### src/rtl/serial_pkg.sv
// Shared types and line-level constants for the serial frame transmitter (and future receiver).
package serial_pkg;

    typedef enum logic [2:0] {
        IDLE,
        START,
        DATA,
        PARITY,
        STOP
    } tx_state_t;

    localparam logic LINE_IDLE = 1'b1;
    localparam logic START_BIT = 1'b0;
    localparam logic STOP_BIT  = 1'b1;

endpackage

### src/rtl/serial_frame_tx_if.sv
// Parallel load handshake and serial line status bundle for serial_frame_tx.
interface serial_frame_tx_if #(
    parameter int unsigned DATA_W = 8
) ();

    logic [DATA_W-1:0] pIn;
    logic              load;
    logic              ready;
    logic              sOut;
    logic              busy;
    logic              done;

    modport master (
        output pIn,
        output load,
        input  ready,
        input  sOut,
        input  busy,
        input  done
    );

    modport slave (
        input  pIn,
        input  load,
        output ready,
        output sOut,
        output busy,
        output done
    );

endinterface

### src/rtl/bit_timer.sv
// Per-bit cycle counter; tick marks the last cycle of each bit slot.
module bit_timer #(
    parameter int unsigned BIT_CYCLES = 4
) (
    input  logic clk,
    input  logic rst,
    input  logic clr,
    output logic tick
);

    localparam int unsigned CNT_W = (BIT_CYCLES > 1) ? $clog2(BIT_CYCLES) : 1;
    localparam logic [CNT_W-1:0] TERM = CNT_W'(BIT_CYCLES - 1);

    logic [CNT_W-1:0] r_cnt;

    // With BIT_CYCLES==1 the counter stays at 0 and tick is permanently high.
    always_ff @(posedge clk) begin
        if (!rst) begin
            r_cnt <= '0;
        end else if (clr || tick) begin
            r_cnt <= '0;
        end else begin
            r_cnt <= r_cnt + CNT_W'(1);
        end
    end

    assign tick = (r_cnt == TERM);

endmodule

### src/rtl/serial_frame_tx.sv
// Parallel-to-serial frame transmitter: start bit, data LSB first, optional even parity, stop bit.
// Define SERIAL_TX_PARITY_EN to insert the parity bit between data and stop.
module serial_frame_tx
    import serial_pkg::*;
#(
    parameter int unsigned DATA_W     = 8,
    parameter int unsigned BIT_CYCLES = 4
) (
    input  logic             clk,
    input  logic             rst,
    serial_frame_tx_if.slave bus
);

    localparam int unsigned IDX_W = (DATA_W > 1) ? $clog2(DATA_W) : 1;
    localparam logic [IDX_W-1:0] LAST_IDX = IDX_W'(DATA_W - 1);

    tx_state_t         r_state;
    logic [DATA_W-1:0] r_shreg;
    logic [IDX_W-1:0]  r_bit_idx;
    logic              r_sout;
    logic              r_busy;

    tx_state_t         w_state_next;
    logic [DATA_W-1:0] w_shreg_next;
    logic [IDX_W-1:0]  w_bit_idx_next;
    logic              w_sout_next;
    logic              w_busy_next;
    logic              w_tick;
    logic              w_timer_clr;
    logic              w_ready;
    logic              w_done;
    logic              w_accept;
    logic              w_last_bit;

    bit_timer #(
        .BIT_CYCLES (BIT_CYCLES)
    ) u_bit_timer (
        .clk  (clk),
        .rst  (rst),
        .clr  (w_timer_clr),
        .tick (w_tick)
    );

    // Ready opens in the last stop cycle so frames can run back to back.
    assign w_ready     = (r_state == IDLE) || ((r_state == STOP) && w_tick);
    assign w_done      = (r_state == STOP) && w_tick;
    assign w_accept    = bus.load && w_ready;
    assign w_last_bit  = (r_bit_idx == LAST_IDX);
    assign w_timer_clr = (r_state == IDLE) || w_accept;

`ifdef SERIAL_TX_PARITY_EN
    logic r_parity;

    always_ff @(posedge clk) begin
        if (!rst) begin
            r_parity <= 1'b0;
        end else if (w_accept) begin
            r_parity <= ^bus.pIn;
        end
    end
`endif

    // State and datapath registers.
    always_ff @(posedge clk) begin
        if (!rst) begin
            r_state   <= IDLE;
            r_shreg   <= '0;
            r_bit_idx <= '0;
            r_sout    <= LINE_IDLE;
            r_busy    <= 1'b0;
        end else begin
            r_state   <= w_state_next;
            r_shreg   <= w_shreg_next;
            r_bit_idx <= w_bit_idx_next;
            r_sout    <= w_sout_next;
            r_busy    <= w_busy_next;
        end
    end

    // Next-state logic.
    always_comb begin
        w_state_next = r_state;
        case (r_state)
            IDLE:   if (w_accept) w_state_next = START;
            START:  if (w_tick) w_state_next = DATA;
            DATA: begin
                if (w_tick && w_last_bit) begin
`ifdef SERIAL_TX_PARITY_EN
                    w_state_next = PARITY;
`else
                    w_state_next = STOP;
`endif
                end
            end
`ifdef SERIAL_TX_PARITY_EN
            PARITY: if (w_tick) w_state_next = STOP;
`endif
            STOP:   if (w_tick) w_state_next = w_accept ? START : IDLE;
            default: w_state_next = IDLE;
        endcase
    end

    // Next values of the registered line, busy flag, shift register and bit index.
    always_comb begin
        w_shreg_next   = r_shreg;
        w_bit_idx_next = r_bit_idx;
        w_sout_next    = LINE_IDLE;
        w_busy_next    = (w_state_next != IDLE);

        if (w_accept) begin
            w_shreg_next   = bus.pIn;
            w_bit_idx_next = '0;
        end else if ((r_state == DATA) && w_tick) begin
            w_shreg_next   = r_shreg >> 1;
            w_bit_idx_next = w_last_bit ? '0 : r_bit_idx + IDX_W'(1);
        end

        case (w_state_next)
            START:  w_sout_next = START_BIT;
            DATA:   w_sout_next = w_shreg_next[0];
`ifdef SERIAL_TX_PARITY_EN
            PARITY: w_sout_next = r_parity;
`endif
            STOP:   w_sout_next = STOP_BIT;
            default: w_sout_next = LINE_IDLE;
        endcase
    end

    assign bus.ready = w_ready;
    assign bus.done  = w_done;
    assign bus.sOut  = r_sout;
    assign bus.busy  = r_busy;

endmodule
### src/flat_wrapper.sv
// flat-port wrapper written by rule: the top's interface ports become plain ports
module serial_frame_tx_flat import serial_pkg::*;
#(
    parameter int unsigned DATA_W     = 8,
    parameter int unsigned BIT_CYCLES = 4
)
  (clk, rst, bus_pIn, bus_load, bus_ready, bus_sOut, bus_busy, bus_done);
  serial_frame_tx_if #(.DATA_W(DATA_W)) bus_i ();
  input  logic clk;
  input  logic rst;
  input wire logic [$bits(bus_i.pIn)-1:0] bus_pIn;
  input wire logic [$bits(bus_i.load)-1:0] bus_load;
  output wire logic [$bits(bus_i.ready)-1:0] bus_ready;
  output wire logic [$bits(bus_i.sOut)-1:0] bus_sOut;
  output wire logic [$bits(bus_i.busy)-1:0] bus_busy;
  output wire logic [$bits(bus_i.done)-1:0] bus_done;
  assign bus_i.pIn = bus_pIn;
  assign bus_i.load = bus_load;
  assign bus_ready = bus_i.ready;
  assign bus_sOut = bus_i.sOut;
  assign bus_busy = bus_i.busy;
  assign bus_done = bus_i.done;
  serial_frame_tx #(.DATA_W(DATA_W), .BIT_CYCLES(BIT_CYCLES)) u_core (.clk(clk), .rst(rst), .bus(bus_i));
endmodule
### config.mk
export PLATFORM = sky130hd
export DESIGN_NAME = serial_frame_tx_flat
export DESIGN_NICKNAME = d
export VERILOG_FILES = /design/src/rtl/serial_pkg.sv /design/src/rtl/serial_frame_tx_if.sv /design/src/rtl/bit_timer.sv /design/src/rtl/serial_frame_tx.sv /design/src/flat_wrapper.sv
export SDC_FILE = /design/constraint.sdc
export NUM_CORES = 1
export LEC_CHECK = 0
export CORE_UTILIZATION = 51
export DETAILED_ROUTE_END_ITERATION = 8
export HOLD_SLACK_MARGIN = 0.15
export PLACE_DENSITY_LB_ADDON = 0.2
export SYNTH_ARGS = -nofsm -noshare
export SYNTH_HDL_FRONTEND = slang
export SYNTH_SLANG_ARGS = --single-unit
### constraint.sdc
create_clock -name clk -period 1.83 [get_ports clk]
set_clock_uncertainty 0.15 [all_clocks]
set_input_delay 0.2745 -clock clk [delete_from_list [all_inputs] [get_ports clk]]
set_output_delay 0.2745 -clock clk [all_outputs]
set_load 0.1 [all_outputs]
# Word level (Yosys, flattened, before mapping)
# Index checks and enable logic that the tools add are counted.
# totals
regBits	18
inputBits	11
output_inout_bits	4
elab_cells	39
# classes
n_addsub	2
eq_ne	7
mux	10
bitwise	1
n_reduce_logical	12
# op_table
operator	n
2-to-1 mux 8 bit	2
2-to-1 mux 3 bit	5
one-hot mux 3 bit (4 select lines)	1
== test 3 x 1 -> 1 bit, second input constant	2
== test 3 x 2 -> 1 bit, second input constant	2
== test 3 bit, second input constant	2
logical AND 1 bit	4
OR reduction 2 bit	2
adder 3 x 1 -> 3 bit, second input constant	1
zero test 3 bit	1
logical OR 1 bit	3
nonzero test 3 bit	1
adder 2 x 1 -> 2 bit, second input constant	1
== test 2 bit, second input constant	1
one-hot mux 1 bit (2 select lines)	1
nonzero test 2 bit	1
2-to-1 mux 1 bit	1
inverter 1 bit	1

# Depth between registers and ports, before layout
# Gate-level depths: netlist (run 1).
# logic_depth
word_depth	9
depth_mapped	7
mapped_depth_nobuf	6

# By module
# A second synthesis (run 1) with hierarchy kept.
# hier_totals
cells_unflattened	86
hier_area_um2	863.3
# modules_own_cells
mod	n_inst	cells_per_inst	area_each_um2
serial_frame_tx	1	81	783.3
bit_timer	1	5	80.1

# Worst setup path after synthesis (run 1)
# OpenSTA, ideal clock, no wires.
# synth_path
path_kind	reg2out
start	register u_core.u_bit_timer.r_cnt[0]
end	output port bus_ready
t_arrival_ns	2.661
slack_ns	-1.256
path_stages_with_launch	5
path_buffers	1
cell_sequence	dfxtp_1 -> ha_1 -> buf_6 -> nor2b_4 -> nor3_1
# synth_between
elab_chain_len	3
# synth_rtl
item	line	text
start, declared	bit_timer.sv:14	logic [CNT_W-1:0] r_cnt;
start signal, assigned	bit_timer.sv:23	r_cnt <= r_cnt + CNT_W'(1);
== test 2 bit	bit_timer.sv:27	assign tick = (r_cnt == TERM);
logical AND 1 bit	serial_frame_tx.sv:45	assign w_ready = (r_state == IDLE) || ((r_state == STOP) && w_tick);
logical OR 1 bit	serial_frame_tx.sv:45	
end, declared	flat_wrapper.sv:13	output wire logic [$bits(bus_i.ready)-1:0] bus_ready;
# Every way passes these cells.

# Final worst setup path (run 1)
# Ends and elaborated chain as after synthesis.

==> results_dict.tcl, run 1 <==
set metrics [dict create \
    outcome "completed" \
    relSlewSlack_pct 79.49 \
    num_io_pins 15 \
    place_ws_ns -0.01825 \
    finalPower_w 0.0008512 \
    worst-endpoint-arrival_ns 1.33 \
    dp_hpwl_microns 1162 \
    yosys_warnings 0 \
    cp.required_ns 1.41 \
    antenna_found_initial 0 \
    synth-edff-count 0 \
    n_antenna_cell 0 \
    fillers 112 \
    power_density_mw_per_mm2 729.1 \
    period_needed_ns 1.753 \
    synth_top_cell_by_area "dfxtp_1" \
    layout.nets 122 \
    dr_total_vias 667 \
    synth-async-reset-ratio_pct 0 \
    drtPass1Iterations 4 \
    root_buffer "clkbuf_4" \
    synth-seq-cells 18 \
    synth_fp_nets 103 \
    viasPerCell 5.092 \
    seq_area_frac_synth_pct 39.45 \
    placed_cell_area_sq_mm 0.001117 \
    r2r_cells 5 \
    path_delay_family "flip-flops" \
    p_leak_nw 0.4962 \
    drcViolationCount 0 \
    cpMaxStageDelayCell "dfxtp_1" \
    cts_tree "built" \
    cp_slowest_stage_delay_ns 0.39 \
    cp_num_buf_inv 1 \
    routabilityCongestion 0.7451 \
    worst_r2r_startpoint "u_core.u_bit_timer.r_cnt[0]$_SDFF_PP0_" \
    worstMarginPinSlew_ns 0.3067 \
    grt_pass1_vias 584 \
    grt-ovfl-total 0 \
    track_usage_pct 17.53 \
    drv_slew 0 \
    cp-endpoint "bus_ready" \
    cts.sinks 18 \
    route.antenna.remaining_nets 0 \
    critical_path_class "flop to output port" \
    dieArea_sq_mm 0.001964 \
    clock_path_buffers 2 \
    drtIter0Drc 8 \
    clk_pin_slew_worst_paths_ns 0.10 \
    routed-wl-met2_microns 746 \
    synth_area_sq_um 913.4 \
    wl_met3_microns 27 \
    hold_viol 0 \
    design_area_sq_mm 0.001167 \
    synthTopCellsByCount "dfxtp_1 (18), mux2i_1 (10), nand2_1 (8)" \
    worstSetupEndpointType "output port" \
    clk_latency_ns 0.30 \
    yosys.area.top_type_share_pct 39.45 \
    die_w_microns 44.32 \
    crit_chain "ha_4 > nor2b_4 > nor3_4 > buf_12" \
    grt_max_degree 12 \
    met1_length_microns 793 \
    cp.depth 4 \
    core_area_sq_mm 0.001594 \
    reg2reg_setup_slack_ns 0.13 \
    wl_per_cell_microns 12.15 \
    highest_layer "met4" \
    clock.fmax_mhz 570.3 \
    rows 14 \
    grt_pass1_wl_microns 2477 \
    fin_crit_sh_pct 95.81 \
    cts_max_level 1 \
    avgSynthCellArea_sq_um 10.26 \
    cap_violations 0 \
    rsz0062_at_grt "no" \
    hp-start "u_core.r_bit_idx[1]$_SDFFE_PP0P_" \
    worstPathMaxFanout 10 \
    syn_inst 89 \
    vdd.ir_drop.worst_uv 530.8 \
    area_growth_pct 27.81 \
    yosys_most_used_dff "dfxtp_1" \
    fp.dieH_microns 44.32 \
    synthTopCellsByArea "dfxtp_1 (39%), mux2i_1 (11%), o211a_1 (6.6%)" \
    start_util_pct 57.30 \
    finalWorstSetupSlack_ns 0.07664 \
    synth.distinct_cells 31 \
    synth.most_common_cell "dfxtp_1" \
    min_path_type "flop to flop" \
    drt_wl_total_microns 1592 \
    crit_path_start "u_core.u_bit_timer.r_cnt[0]$_SDFF_PP0_" \
    start_kind "flop" \
    post-cts-setup-buffers 0 \
    rr_endpoint "u_core.bus.sOut$_SDFF_PN1_" \
    port_buffers 14 \
    drive_above_1_share_pct 19.63 \
    fin_hold_ws_ns 0.3357 \
    cts_buffers 3 \
    setup_viol 0 \
]
[through the flow]
step,cells,TNS (ns),util (%)
2_1_floorplan,89,-0.003915,-
3_3_place_gp,127,0,70.09
3_5_place_dp,127,-0.01825,70.09
4_1_cts,131,0,72.53
5_1_grt,131,0,73.23
6_report,131,0,73.23
[registers in the layout (all words and copies together), names as in the netlist]
| name | count |
|---|---|
| u_core.bus.busy | 1 |
| u_core.r_state | 3 |
| u_core.u_bit_timer.r_cnt | 2 |
| u_core.bus.sOut | 1 |
| u_core.r_shreg | 8 |
| u_core.r_bit_idx | 3 |
[final cells by class]
| cell class | instances | area, sq um | area share, % |
|---|---|---|---|
| timing repair buffer | 20 | 225.2 | 19.29 |
| clock buffer | 4 | 36.28 | 3.108 |
| multi-input combinational | 65 | 514.2 | 44.05 |
| tap | 24 | 30.03 | 2.572 |
| sequential | 18 | 361.6 | 30.98 |
[timing repair]
| action | in CTS | in global routing |
|---|---|---|
| resized for setup | 1 | 2 |
| endpoints found under the hold margin | 0 | 0 |
| endpoints found under the setup margin | 3 | 3 |
| hold buffers | 0 | 0 |
[worst register-to-register path, delay by kind of cell, from the launching register on]
kind,cells,cell delay [ns]
compound gates,2,0.22
mux,1,0.24
simple gates,1,0.36
flops,1,0.39
fa+ha+maj,1,0.22
[how the worst min path moves through the flow]
stage,end,slack (ns),cells after the start
after detailed placement,u_core.u_bit_timer.r_cnt[0]$_SDFF_PP0_,0.27,1
after global routing,u_core.r_bit_idx[1]$_SDFFE_PP0P_,0.36,2
after floorplan,u_core.r_shreg[7]$_SDFFE_PN0P_,0.25,1
after CTS,u_core.u_bit_timer.r_cnt[0]$_SDFF_PP0_,0.30,1
final,u_core.r_bit_idx[1]$_SDFFE_PP0P_,0.34,2
after global placement,u_core.u_bit_timer.r_cnt[0]$_SDFF_PP0_,0.26,1
[routing by layer]
metal  track usage [%]  vias to the layer above
li1                  -                      352
met1             21.79                      302
met2             30.29                       11
met3             2.449                        2
met4             7.273                        0
met5                 0                        -
[power by group]
group          total [W]  switching (W)  internal (W)
Sequential      0.000433      0.0000182      0.000414
Combinational   0.000170      0.0000854     0.0000851
Clock           0.000248       0.000127      0.000121
Total           0.000851       0.000230      0.000621
[cell usage in the layout (no fill, tap or decap), drive strengths merged]
master	n
nand2b	2
a211oi	1
mux2i	10
a21o	1
nor4b	1
and2	4
nor2	4
ha	3
nand4b	1
o211ai	1
nor4bb	1
dfxtp	18
nand3b	4
buf	10
nor3	2
and4bb	1
or3b	1
and2b	1
or2b	1
clkdlybuf4s50	10
nand2	8
o21ai	3
and3	1
clkbuf	4
o211a	6
a21oi	4
xnor2	1
nor2b	3
[kinds of logic after synthesis]
family,Yosys count,synth area share (%)
and+or+nand+nor,35,24.79
DFF,18,39.45
AOI/OAI and AO/OA,16,12.88
muxes,10,10.96
buffers and inverters,6,6.848
adders and majority gates,3,4.110
xor gates and xnor gates,1,0.9591
Note: power is estimated with default switching activity, not from simulation.
==> run 2, diff against run 1 <==
clock period = 1.62 ns   (was 1.83 ns; I/O delays follow)
==> results_dict.tcl, run 2 (synthesized netlist as in run 1, its figures left out) <==
set metrics [dict create \
    outcome "finished with violations" \
    violations "setup timing" \
    clock.fmax_mhz 576.2 \
    top_usage_layer "met2" \
    cts_max_level 1 \
    drive_above_1_share_pct 30.43 \
    clk_pin_slew_worst_paths_ns 0.10 \
    track_usage_pct 22.81 \
    dr_total_vias 754 \
    start_kind "flop" \
    met1_usage_pct 28.21 \
    relSlewSlack_pct 75.04 \
    global_route.usage.met2_pct 40.00 \
    min_path_type "flop to flop" \
    final_common_cell "dfxtp_1" \
    grt_max_degree 18 \
    worstPathMaxFanout 6 \
    hp-start "u_core.u_bit_timer.r_cnt[0]$_SDFF_PP0_" \
    setup_tns_ns -0.4438 \
    grt_pass1_wl_microns 3236 \
    port_buffers 14 \
    cap_violations 0 \
    cts_buffers 3 \
    layout_common_cells "dfxtp_1 (15), mux2i_1 (10), clkdlybuf4s50_1 (10), buf_4 (10), nand2_1 (8)" \
    finalWorstSetupSlack_ns -0.1154 \
    p_leak_nw 0.5501 \
    placed_cell_area_sq_mm 0.001181 \
    clock_path_buffers 2 \
    finalPower_w 0.0009808 \
    drv_slew 0 \
    worstMarginPinSlew_ns 0.3732 \
    routabilityCongestion 0.8180 \
    worst-endpoint-arrival_ns 1.34 \
    fp.dieH_microns 44.32 \
    antenna_found_initial 0 \
    layout.nets 130 \
    largest_reg_flops 8 \
    drtPass1Iterations 4 \
    vdd.ir_drop.worst_uv 721.2 \
    grt_pass1_vias 739 \
    root_buffer "clkbuf_4" \
    hold_viol 0 \
    cts_tree "built" \
    period_needed_ns 1.735 \
    place_ws_ns -0.09796 \
    clk_latency_ns 0.30 \
    grt-ovfl-total 0 \
    drcViolationCount 0 \
    grt_util_met3_pct 2.857 \
    critical_path_class "flop to output port" \
    wl_per_cell_microns 14.27 \
    die_w_microns 44.32 \
    design_area_sq_mm 0.001279 \
    dieArea_sq_mm 0.001964 \
    rsz0062_at_grt "yes" \
    dp_hpwl_microns 1254 \
    viasPerCell 5.424 \
    registers.top_by_ff_count "u_core.r_shreg" \
    area_growth_pct 40.00 \
    num_io_pins 15 \
    drt_wl_total_microns 1983 \
    cts_hold_buf 0 \
    power_density_mw_per_mm2 767.0 \
    cts.sinks 18 \
    core_area_sq_mm 0.001594 \
    worst_r2r_startpoint "u_core.u_bit_timer.r_cnt[0]$_SDFF_PP0_" \
    fin_crit_sh_pct 107.1 \
    n_antenna_cell 0 \
    route.antenna.remaining_nets 0 \
    worstSetupEndpointType "output port" \
    start_util_pct 57.30 \
    rows 14 \
    drtIter0Drc 14 \
    cp.required_ns 1.23 \
    final_core_util_pct 80.22 \
    crit_path_start "u_core.r_state[0]$_SDFF_PN0_" \
    setup_viol 12 \
    top_regs "u_core.r_shreg: 8 flops, u_core.r_bit_idx: 3 flops, u_core.r_state: 3 flops" \
]
run 2: changes by cell type in the layout (fill, tap and decap cells not counted), moves of 2 or more:
cell / before / now
buf_4: 6 / 10
buf_12: 4 / 6
dfxtp_2: 1 / 3
dfxtp_1: 17 / 15
buf_6: 0 / 2
run 2: timing repair:
action                                  4_1_cts  5_1_grt
gates resized for setup                      10        1
pin swaps                                     4        2
buffers inserted                              2        1
cloned                                        0        0
endpoints found under the setup margin       14       16
run 2: final timing paths:
| check | endpoint | slack, ns | cells past startpoint |
|---|---|---|---|
| worst min-delay path | u_core.u_bit_timer.r_cnt[0]$_SDFF_PP0_ | 0.30 | 1 |
| worst min register to register | u_core.u_bit_timer.r_cnt[0]$_SDFF_PP0_ | 0.30 | 1 |
| worst max register to register | u_core.bus.sOut$_SDFF_PN1_ | -0.08 | 6 |
| worst max-delay path | bus_ready | -0.12 | 3 |
run 2: critical path: stages (launching register included):
cell and delay [ns]:
dfxtp_1 0.42, buf_4 0.21, nor3_4 0.22, buf_12 0.20
run 2: cell type report:
cell class / count / area [sq um]
Sequential cell: 18 / 364.1
Fill cell: 110 / 315.3
Timing Repair Buffer: 28 / 317.8
Tap cell: 24 / 30.03
Multi-Input combinational cell: 65 / 530.5
Clock buffer: 4 / 36.28
run 2: routing by layer:
layer	wire [microns]	share of wire, %
met5	0	0
met2	976	49
met1	921	46
met4	39	2.0
met3	46	2.3
run 2: report_power, final:
part,internal (W),switching (W),total (W)
clock network,0.000137,0.000145,0.000282
logic,0.000104,0.000108,0.000212
registers,0.000468,0.0000184,0.000486
total,0.000709,0.000272,0.000981
run 2: stage by stage:
stage	cells	hold WS [ns]
final	139	0.2963
after global routing	139	0.3120
after CTS	138	0.2984
after detailed placement	132	0.2800
after global placement	132	0.2643
after floorplan	89	0.2212
==> run 3, diff against run 2 <==
SKIP_LAST_GASP = 1   (was not set)
==> results_dict.tcl, run 3 (synthesized netlist as in run 1, its figures left out) <==
set metrics [dict create \
    vdd.ir_drop.worst_uv 718.9 \
    root_buffer "clkbuf_4" \
    clk_pin_slew_worst_paths_ns 0.10 \
    grt_pass1_vias 731 \
    cts_buffers 3 \
    area_growth_pct 40.00 \
    drtIter0Drc 26 \
    grt_pass1_wl_microns 3180 \
    grt-ovfl-total 0 \
    drv_slew 0 \
    cts_hold_buf 0 \
    n_antenna_cell 0 \
    layout_common_cells "dfxtp_1 (15), mux2i_1 (10), clkdlybuf4s50_1 (10), buf_4 (10), nand2_1 (8)" \
    rows 14 \
    fin_crit_sh_pct 106.2 \
    cts_max_level 1 \
    clock.fmax_mhz 581.4 \
    dr_total_vias 756 \
    period_needed_ns 1.720 \
    worstSetupEndpointType "output port" \
    p_leak_nw 0.5501 \
    hold_viol 0 \
    route.antenna.remaining_nets 0 \
    worstMarginPinSlew_ns 0.3702 \
    core_area_sq_mm 0.001594 \
    layout.nets 130 \
    final_common_cell "dfxtp_1" \
    fp.dieH_microns 44.32 \
    power_density_mw_per_mm2 767.1 \
    p_int_w 0.0007092 \
    critical_path_class "flop to output port" \
    finalWorstSetupSlack_ns -0.09985 \
    cap_violations 0 \
    drt_wl_total_microns 2062 \
    track_usage_pct 22.47 \
    rsz0062_at_grt "yes" \
    dp_hpwl_microns 1254 \
    power_frac_comb_pct 21.8 \
    min_path_type "flop to flop" \
    top_regs "u_core.r_shreg: 8 flops, u_core.r_bit_idx: 3 flops, u_core.r_state: 3 flops" \
    drive_above_1_share_pct 30.43 \
    cts_tree "built" \
    die_w_microns 44.32 \
    registers.top_by_ff_count "u_core.r_shreg" \
    port_buffers 14 \
    seqPwrFrac_pct 49.5 \
    final_core_util_pct 80.22 \
    worstPathMaxFanout 6 \
    antenna_found_initial 0 \
    start_kind "flop" \
    placed_cell_area_sq_mm 0.001181 \
    start_util_pct 57.30 \
    worst-endpoint-arrival_ns 1.33 \
    outcome "finished with violations" \
    relSlewSlack_pct 75.24 \
    wl_per_cell_microns 14.83 \
    routabilityCongestion 0.8180 \
    fin_hold_ws_ns 0.2997 \
    drcViolationCount 0 \
    design_area_sq_mm 0.001279 \
    clock_path_buffers 2 \
    switchingPower_w 0.0002717 \
    viasPerCell 5.439 \
    cp.required_ns 1.23 \
    violations "setup timing" \
    swShare_pct 27.70 \
    power_frac_clock_pct 28.7 \
    place_ws_ns -0.09796 \
    drtPass1Iterations 4 \
    clk_latency_ns 0.30 \
    dieArea_sq_mm 0.001964 \
    cts.sinks 18 \
    grt_max_degree 18 \
    setup_viol 13 \
    num_io_pins 15 \
    largest_reg_flops 8 \
]
## run 3: cell counts in the layout (fill, tap and decap cells not counted)
No cell type changed its count.
## run 3: cell type report
type                            instances  area, sq um
Timing Repair Buffer                   28        317.8
Fill cell                             112        315.3
Tap cell                               24        30.03
Multi-Input combinational cell         65        530.5
Sequential cell                        18        364.1
Clock buffer                            4        36.28
## run 3: through the flow
step | cells | power, W | TNS [ns]
final | 139 | 0.0009809 | -0.5728
after global routing | 139 | 0.001016 | -1.273
after CTS | 138 | 0.0009800 | -0.3116
after detailed placement | 132 | 0.0006984 | -0.1849
after global placement | 132 | 0.0006937 | -0.01358
after floorplan | 89 | 0.0006157 | -0.1492
## run 3: repair_timing
action | in CTS | in global routing
buffers inserted | 2 | 1
pin swaps | 4 | 2
setup endpoints to repair | 14 | 16
resized for setup | 9 | 2
## run 3: worst paths after layout
check,start,slack (ns),cells past startpoint,endpoint
hold reg to reg,u_core.u_bit_timer.r_cnt[0]$_SDFF_PP0_,0.30,1,u_core.u_bit_timer.r_cnt[0]$_SDFF_PP0_
setup / recovery,u_core.r_state[0]$_SDFF_PN0_,-0.1,3,bus_ready
hold / removal,u_core.u_bit_timer.r_cnt[0]$_SDFF_PP0_,0.30,1,u_core.u_bit_timer.r_cnt[0]$_SDFF_PP0_
setup reg to reg,u_core.u_bit_timer.r_cnt[0]$_SDFF_PP0_,-0.09,7,u_core.r_shreg[1]$_SDFFE_PN0P_
## run 3: per-layer routing
| metal | up-vias | global-route usage, % | wire [microns] |
|---|---|---|---|
| met5 | - | 0 | 0 |
| met4 | 0 | 9.091 | 23 |
| met3 | 2 | 2.857 | 65 |
| met2 | 20 | 38.53 | 1057 |
| met1 | 367 | 28.46 | 916 |
| li1 | 367 | - | - |
## run 3: worst max-delay path, stage by stage (launching register included)
cell     delay [ns]
dfxtp_1        0.41
buf_4          0.20
nor3_4         0.22
buf_12         0.20
## run 3: power by group through the flow
stage / Combinational, W / Clock [W] / Sequential (W)
6_report: 0.000213 / 0.000282 / 0.000486
3_5_place_dp: 0.000205 / 0 / 0.000493
2_1_floorplan: 0.0000972 / 0 / 0.000518
5_1_grt: 0.000227 / 0.000301 / 0.000488
3_3_place_gp: 0.000201 / 0 / 0.000492
4_1_cts: 0.000208 / 0.000287 / 0.000485
==> RTL change, RTL diff (flow settings as in run 1) <==
The 5 states of `tx_state_t` get a one-hot encoding in 5 bits.
--- a/src/rtl/serial_pkg.sv
+++ b/src/rtl/serial_pkg.sv
@@ -1,12 +1,12 @@
 // Shared types and line-level constants for the serial frame transmitter (and future receiver).
 package serial_pkg;
 
-    typedef enum logic [2:0] {
-        IDLE,
-        START,
-        DATA,
-        PARITY,
-        STOP
+    typedef enum logic [4:0] {
+        IDLE   = 5'b00001,
+        START  = 5'b00010,
+        DATA   = 5'b00100,
+        PARITY = 5'b01000,
+        STOP   = 5'b10000
     } tx_state_t;
 
     localparam logic LINE_IDLE = 1'b1;
Behaviour: no difference found for any inputs over 10 cycles, from zero or initial values and one cycle with rst low; not proved beyond that.
==> RTL change against run 1 <==
The flow now finishes with violations (setup timing); first-iteration DRC count rose to 5.9 times the old value; cell area up 28%; power is 9.3% higher; clock power up 6%; routed wire length grew 88%; non-clock buffer count grew 11; maximum frequency decreased by 6.2%; area after synthesis rose by 20%; sequential cell count rose by 2; setup slack worse by 120 ps; critical path type is now reg2reg; largest cell class unchanged; largest power group unchanged.
==> RTL change: results (changes against run 1) <==
[power_and_ir_drop]
powerDensity_mw_per_mm2 = 624  ; -14%
p_leak_uw = 0.000554  ; +12%
vdd_drop_max_v = 0.000570  ; +7.4%

[critical_path]
cp_max_fo = 3  ; -7
timing.reg2reg.worst_path_depth = 6  ; +1
cp.arrival_ps = 1930  ; +600 ps
ff2ff_setup_slack_ps = -40  ; -170 ps
rr_startpoint = u_core.r_bit_idx[0]
crit_family = compound AO/OA/AOI/OAI gates
crit_path_max_incr_delay_ps = 360  ; -30 ps
crit_slowest_cell = dfxtp_2

[route]
drt_iter0_drc = 47  ; +39
vias = 1064  ; +60%
wire_per_inst_um = 17.0  ; +40%

[grt]
grt_pass1_wl_mm = 4.82  ; +95%
grt.total_usage_pct = 26.5  ; +9.0 points
grt_pass1_vias = 1019  ; +74%
grt_start_max_net_pins = 17  ; +5

[synth]
syn_nets = 138  ; +34%
ys_types = 42  ; +35%
netlist_top_cells_count = dfxtp_1 (20), nand2_1 (12), nor2_1 (12), nand3_1 (10), a311oi_1 (7)
yosysSeqAreaShare_pct = 36.6  ; -2.8 points
syn_area_per_cell_um2 = 8.82  ; -14%
ys_top_cells_by_area = dfxtp_1 (37%), a311oi_1 (5.6%), nand3_1 (4.6%), nand2_1 (4.1%), nor2_1 (4.1%)

[layout]
nFillCells = 129  ; +15%
drive_above_1_share_pct = 33.6  ; +14 points
top_regs = u_core.r_shreg: 8 flops, u_core.r_state: 5 flops, u_core.r_bit_idx: 3 flops
final_nets = 164  ; +34%

[status]
violations = setup timing
status = finished, violations left

[sta]
setup_violations = 3  ; +3
worst_slack_ps = -40.0  ; -117 ps
tightest_slew_ps = 491  ; +185 ps

[min_path]
hold_end = u_core.u_bit_timer.r_cnt[0]
hold_path_depth = 1  ; -1

[cts]
clkSlewWorstSetupHoldPaths_ps = 120  ; +20 ps

[placement]
placed_cell_area_mm2 = 0.00133  ; +19%
dp_hpwl_mm = 1.83  ; +57%

-- RTL change: timing repair --
item | 4_1_cts | 5_1_grt
setup buffers | 6 | 1
pin swaps | 3 | 1
gates resized for setup | 20 | 4
endpoints found under the setup margin | 3 | 3
-- RTL change: worst max-delay path by stage --
stage	startpoint	endpoint	slack, ps
after floorplan	u_core.u_bit_timer.r_cnt[0]	u_core.bus.sOut	80
after global placement	u_core.u_bit_timer.r_cnt[0]	u_core.bus.sOut	20
after detailed placement	u_core.r_bit_idx[0]	u_core.bus.sOut	-40
after CTS	u_core.u_bit_timer.r_cnt[0]	bus_ready	-10
after global routing	u_core.r_state[2]	bus_ready	-80
final	u_core.r_bit_idx[0]	u_core.bus.sOut	-40
-- RTL change: report_power, final --
| part | switching (µW) | leakage [µW] | internal, µW |
|---|---|---|---|
| clock network | 142 | 0.0000210 | 122 |
| logic | 95.9 | 0.000367 | 91.7 |
| registers | 22.8 | 0.000167 | 456 |
| total | 261 | 0.000554 | 670 |
-- RTL change: kinds of logic (layout without fill, tap and decap cells) --
kind of cell / Yosys count / count (layout) / synth area share (%)
AND/OR/NAND/NOR: 55 / 55 / 28.0
buffers and inverters: 15 / 40 / 7.55
flip-flops: 20 / 20 / 36.6
other: 1 / 1 / 0.343
adder cells (fa/ha/maj): 3 / 3 / 3.43
AO/OA/AOI/OAI: 30 / 30 / 24.0
-- RTL change: metrics by stage --
stage | hold slack (ps) | power, µW | worst slack, ps | std cells
final | 314 | 931 | -40.0 | 176
after global routing | 324 | 968 | -81.5 | 176
after CTS | 315 | 918 | -13.4 | 175
after detailed placement | 297 | 645 | -36.5 | 165
after global placement | 277 | 639 | 19.1 | 165
after floorplan | 246 | 577 | 78.3 | 124
-- RTL change: layout make-up --
cell class / instances / share of cell area (%)
Clock buffer: 4 / 2.43
Inverter: 5 / 1.26
Tap cell: 27 / 2.26
Sequential cell: 20 / 27.8
Timing Repair Buffer: 31 / 21.7
Multi-Input combinational cell: 89 / 44.5
-- RTL change: metal layers --
layer	wire (µm)	vias to the layer above	global-route usage, %
li1	-	505	-
met4	60	0	7.84
met1	1300	496	34.7
met2	1460	53	45.1
met5	0	-	0
met3	176	10	4.09
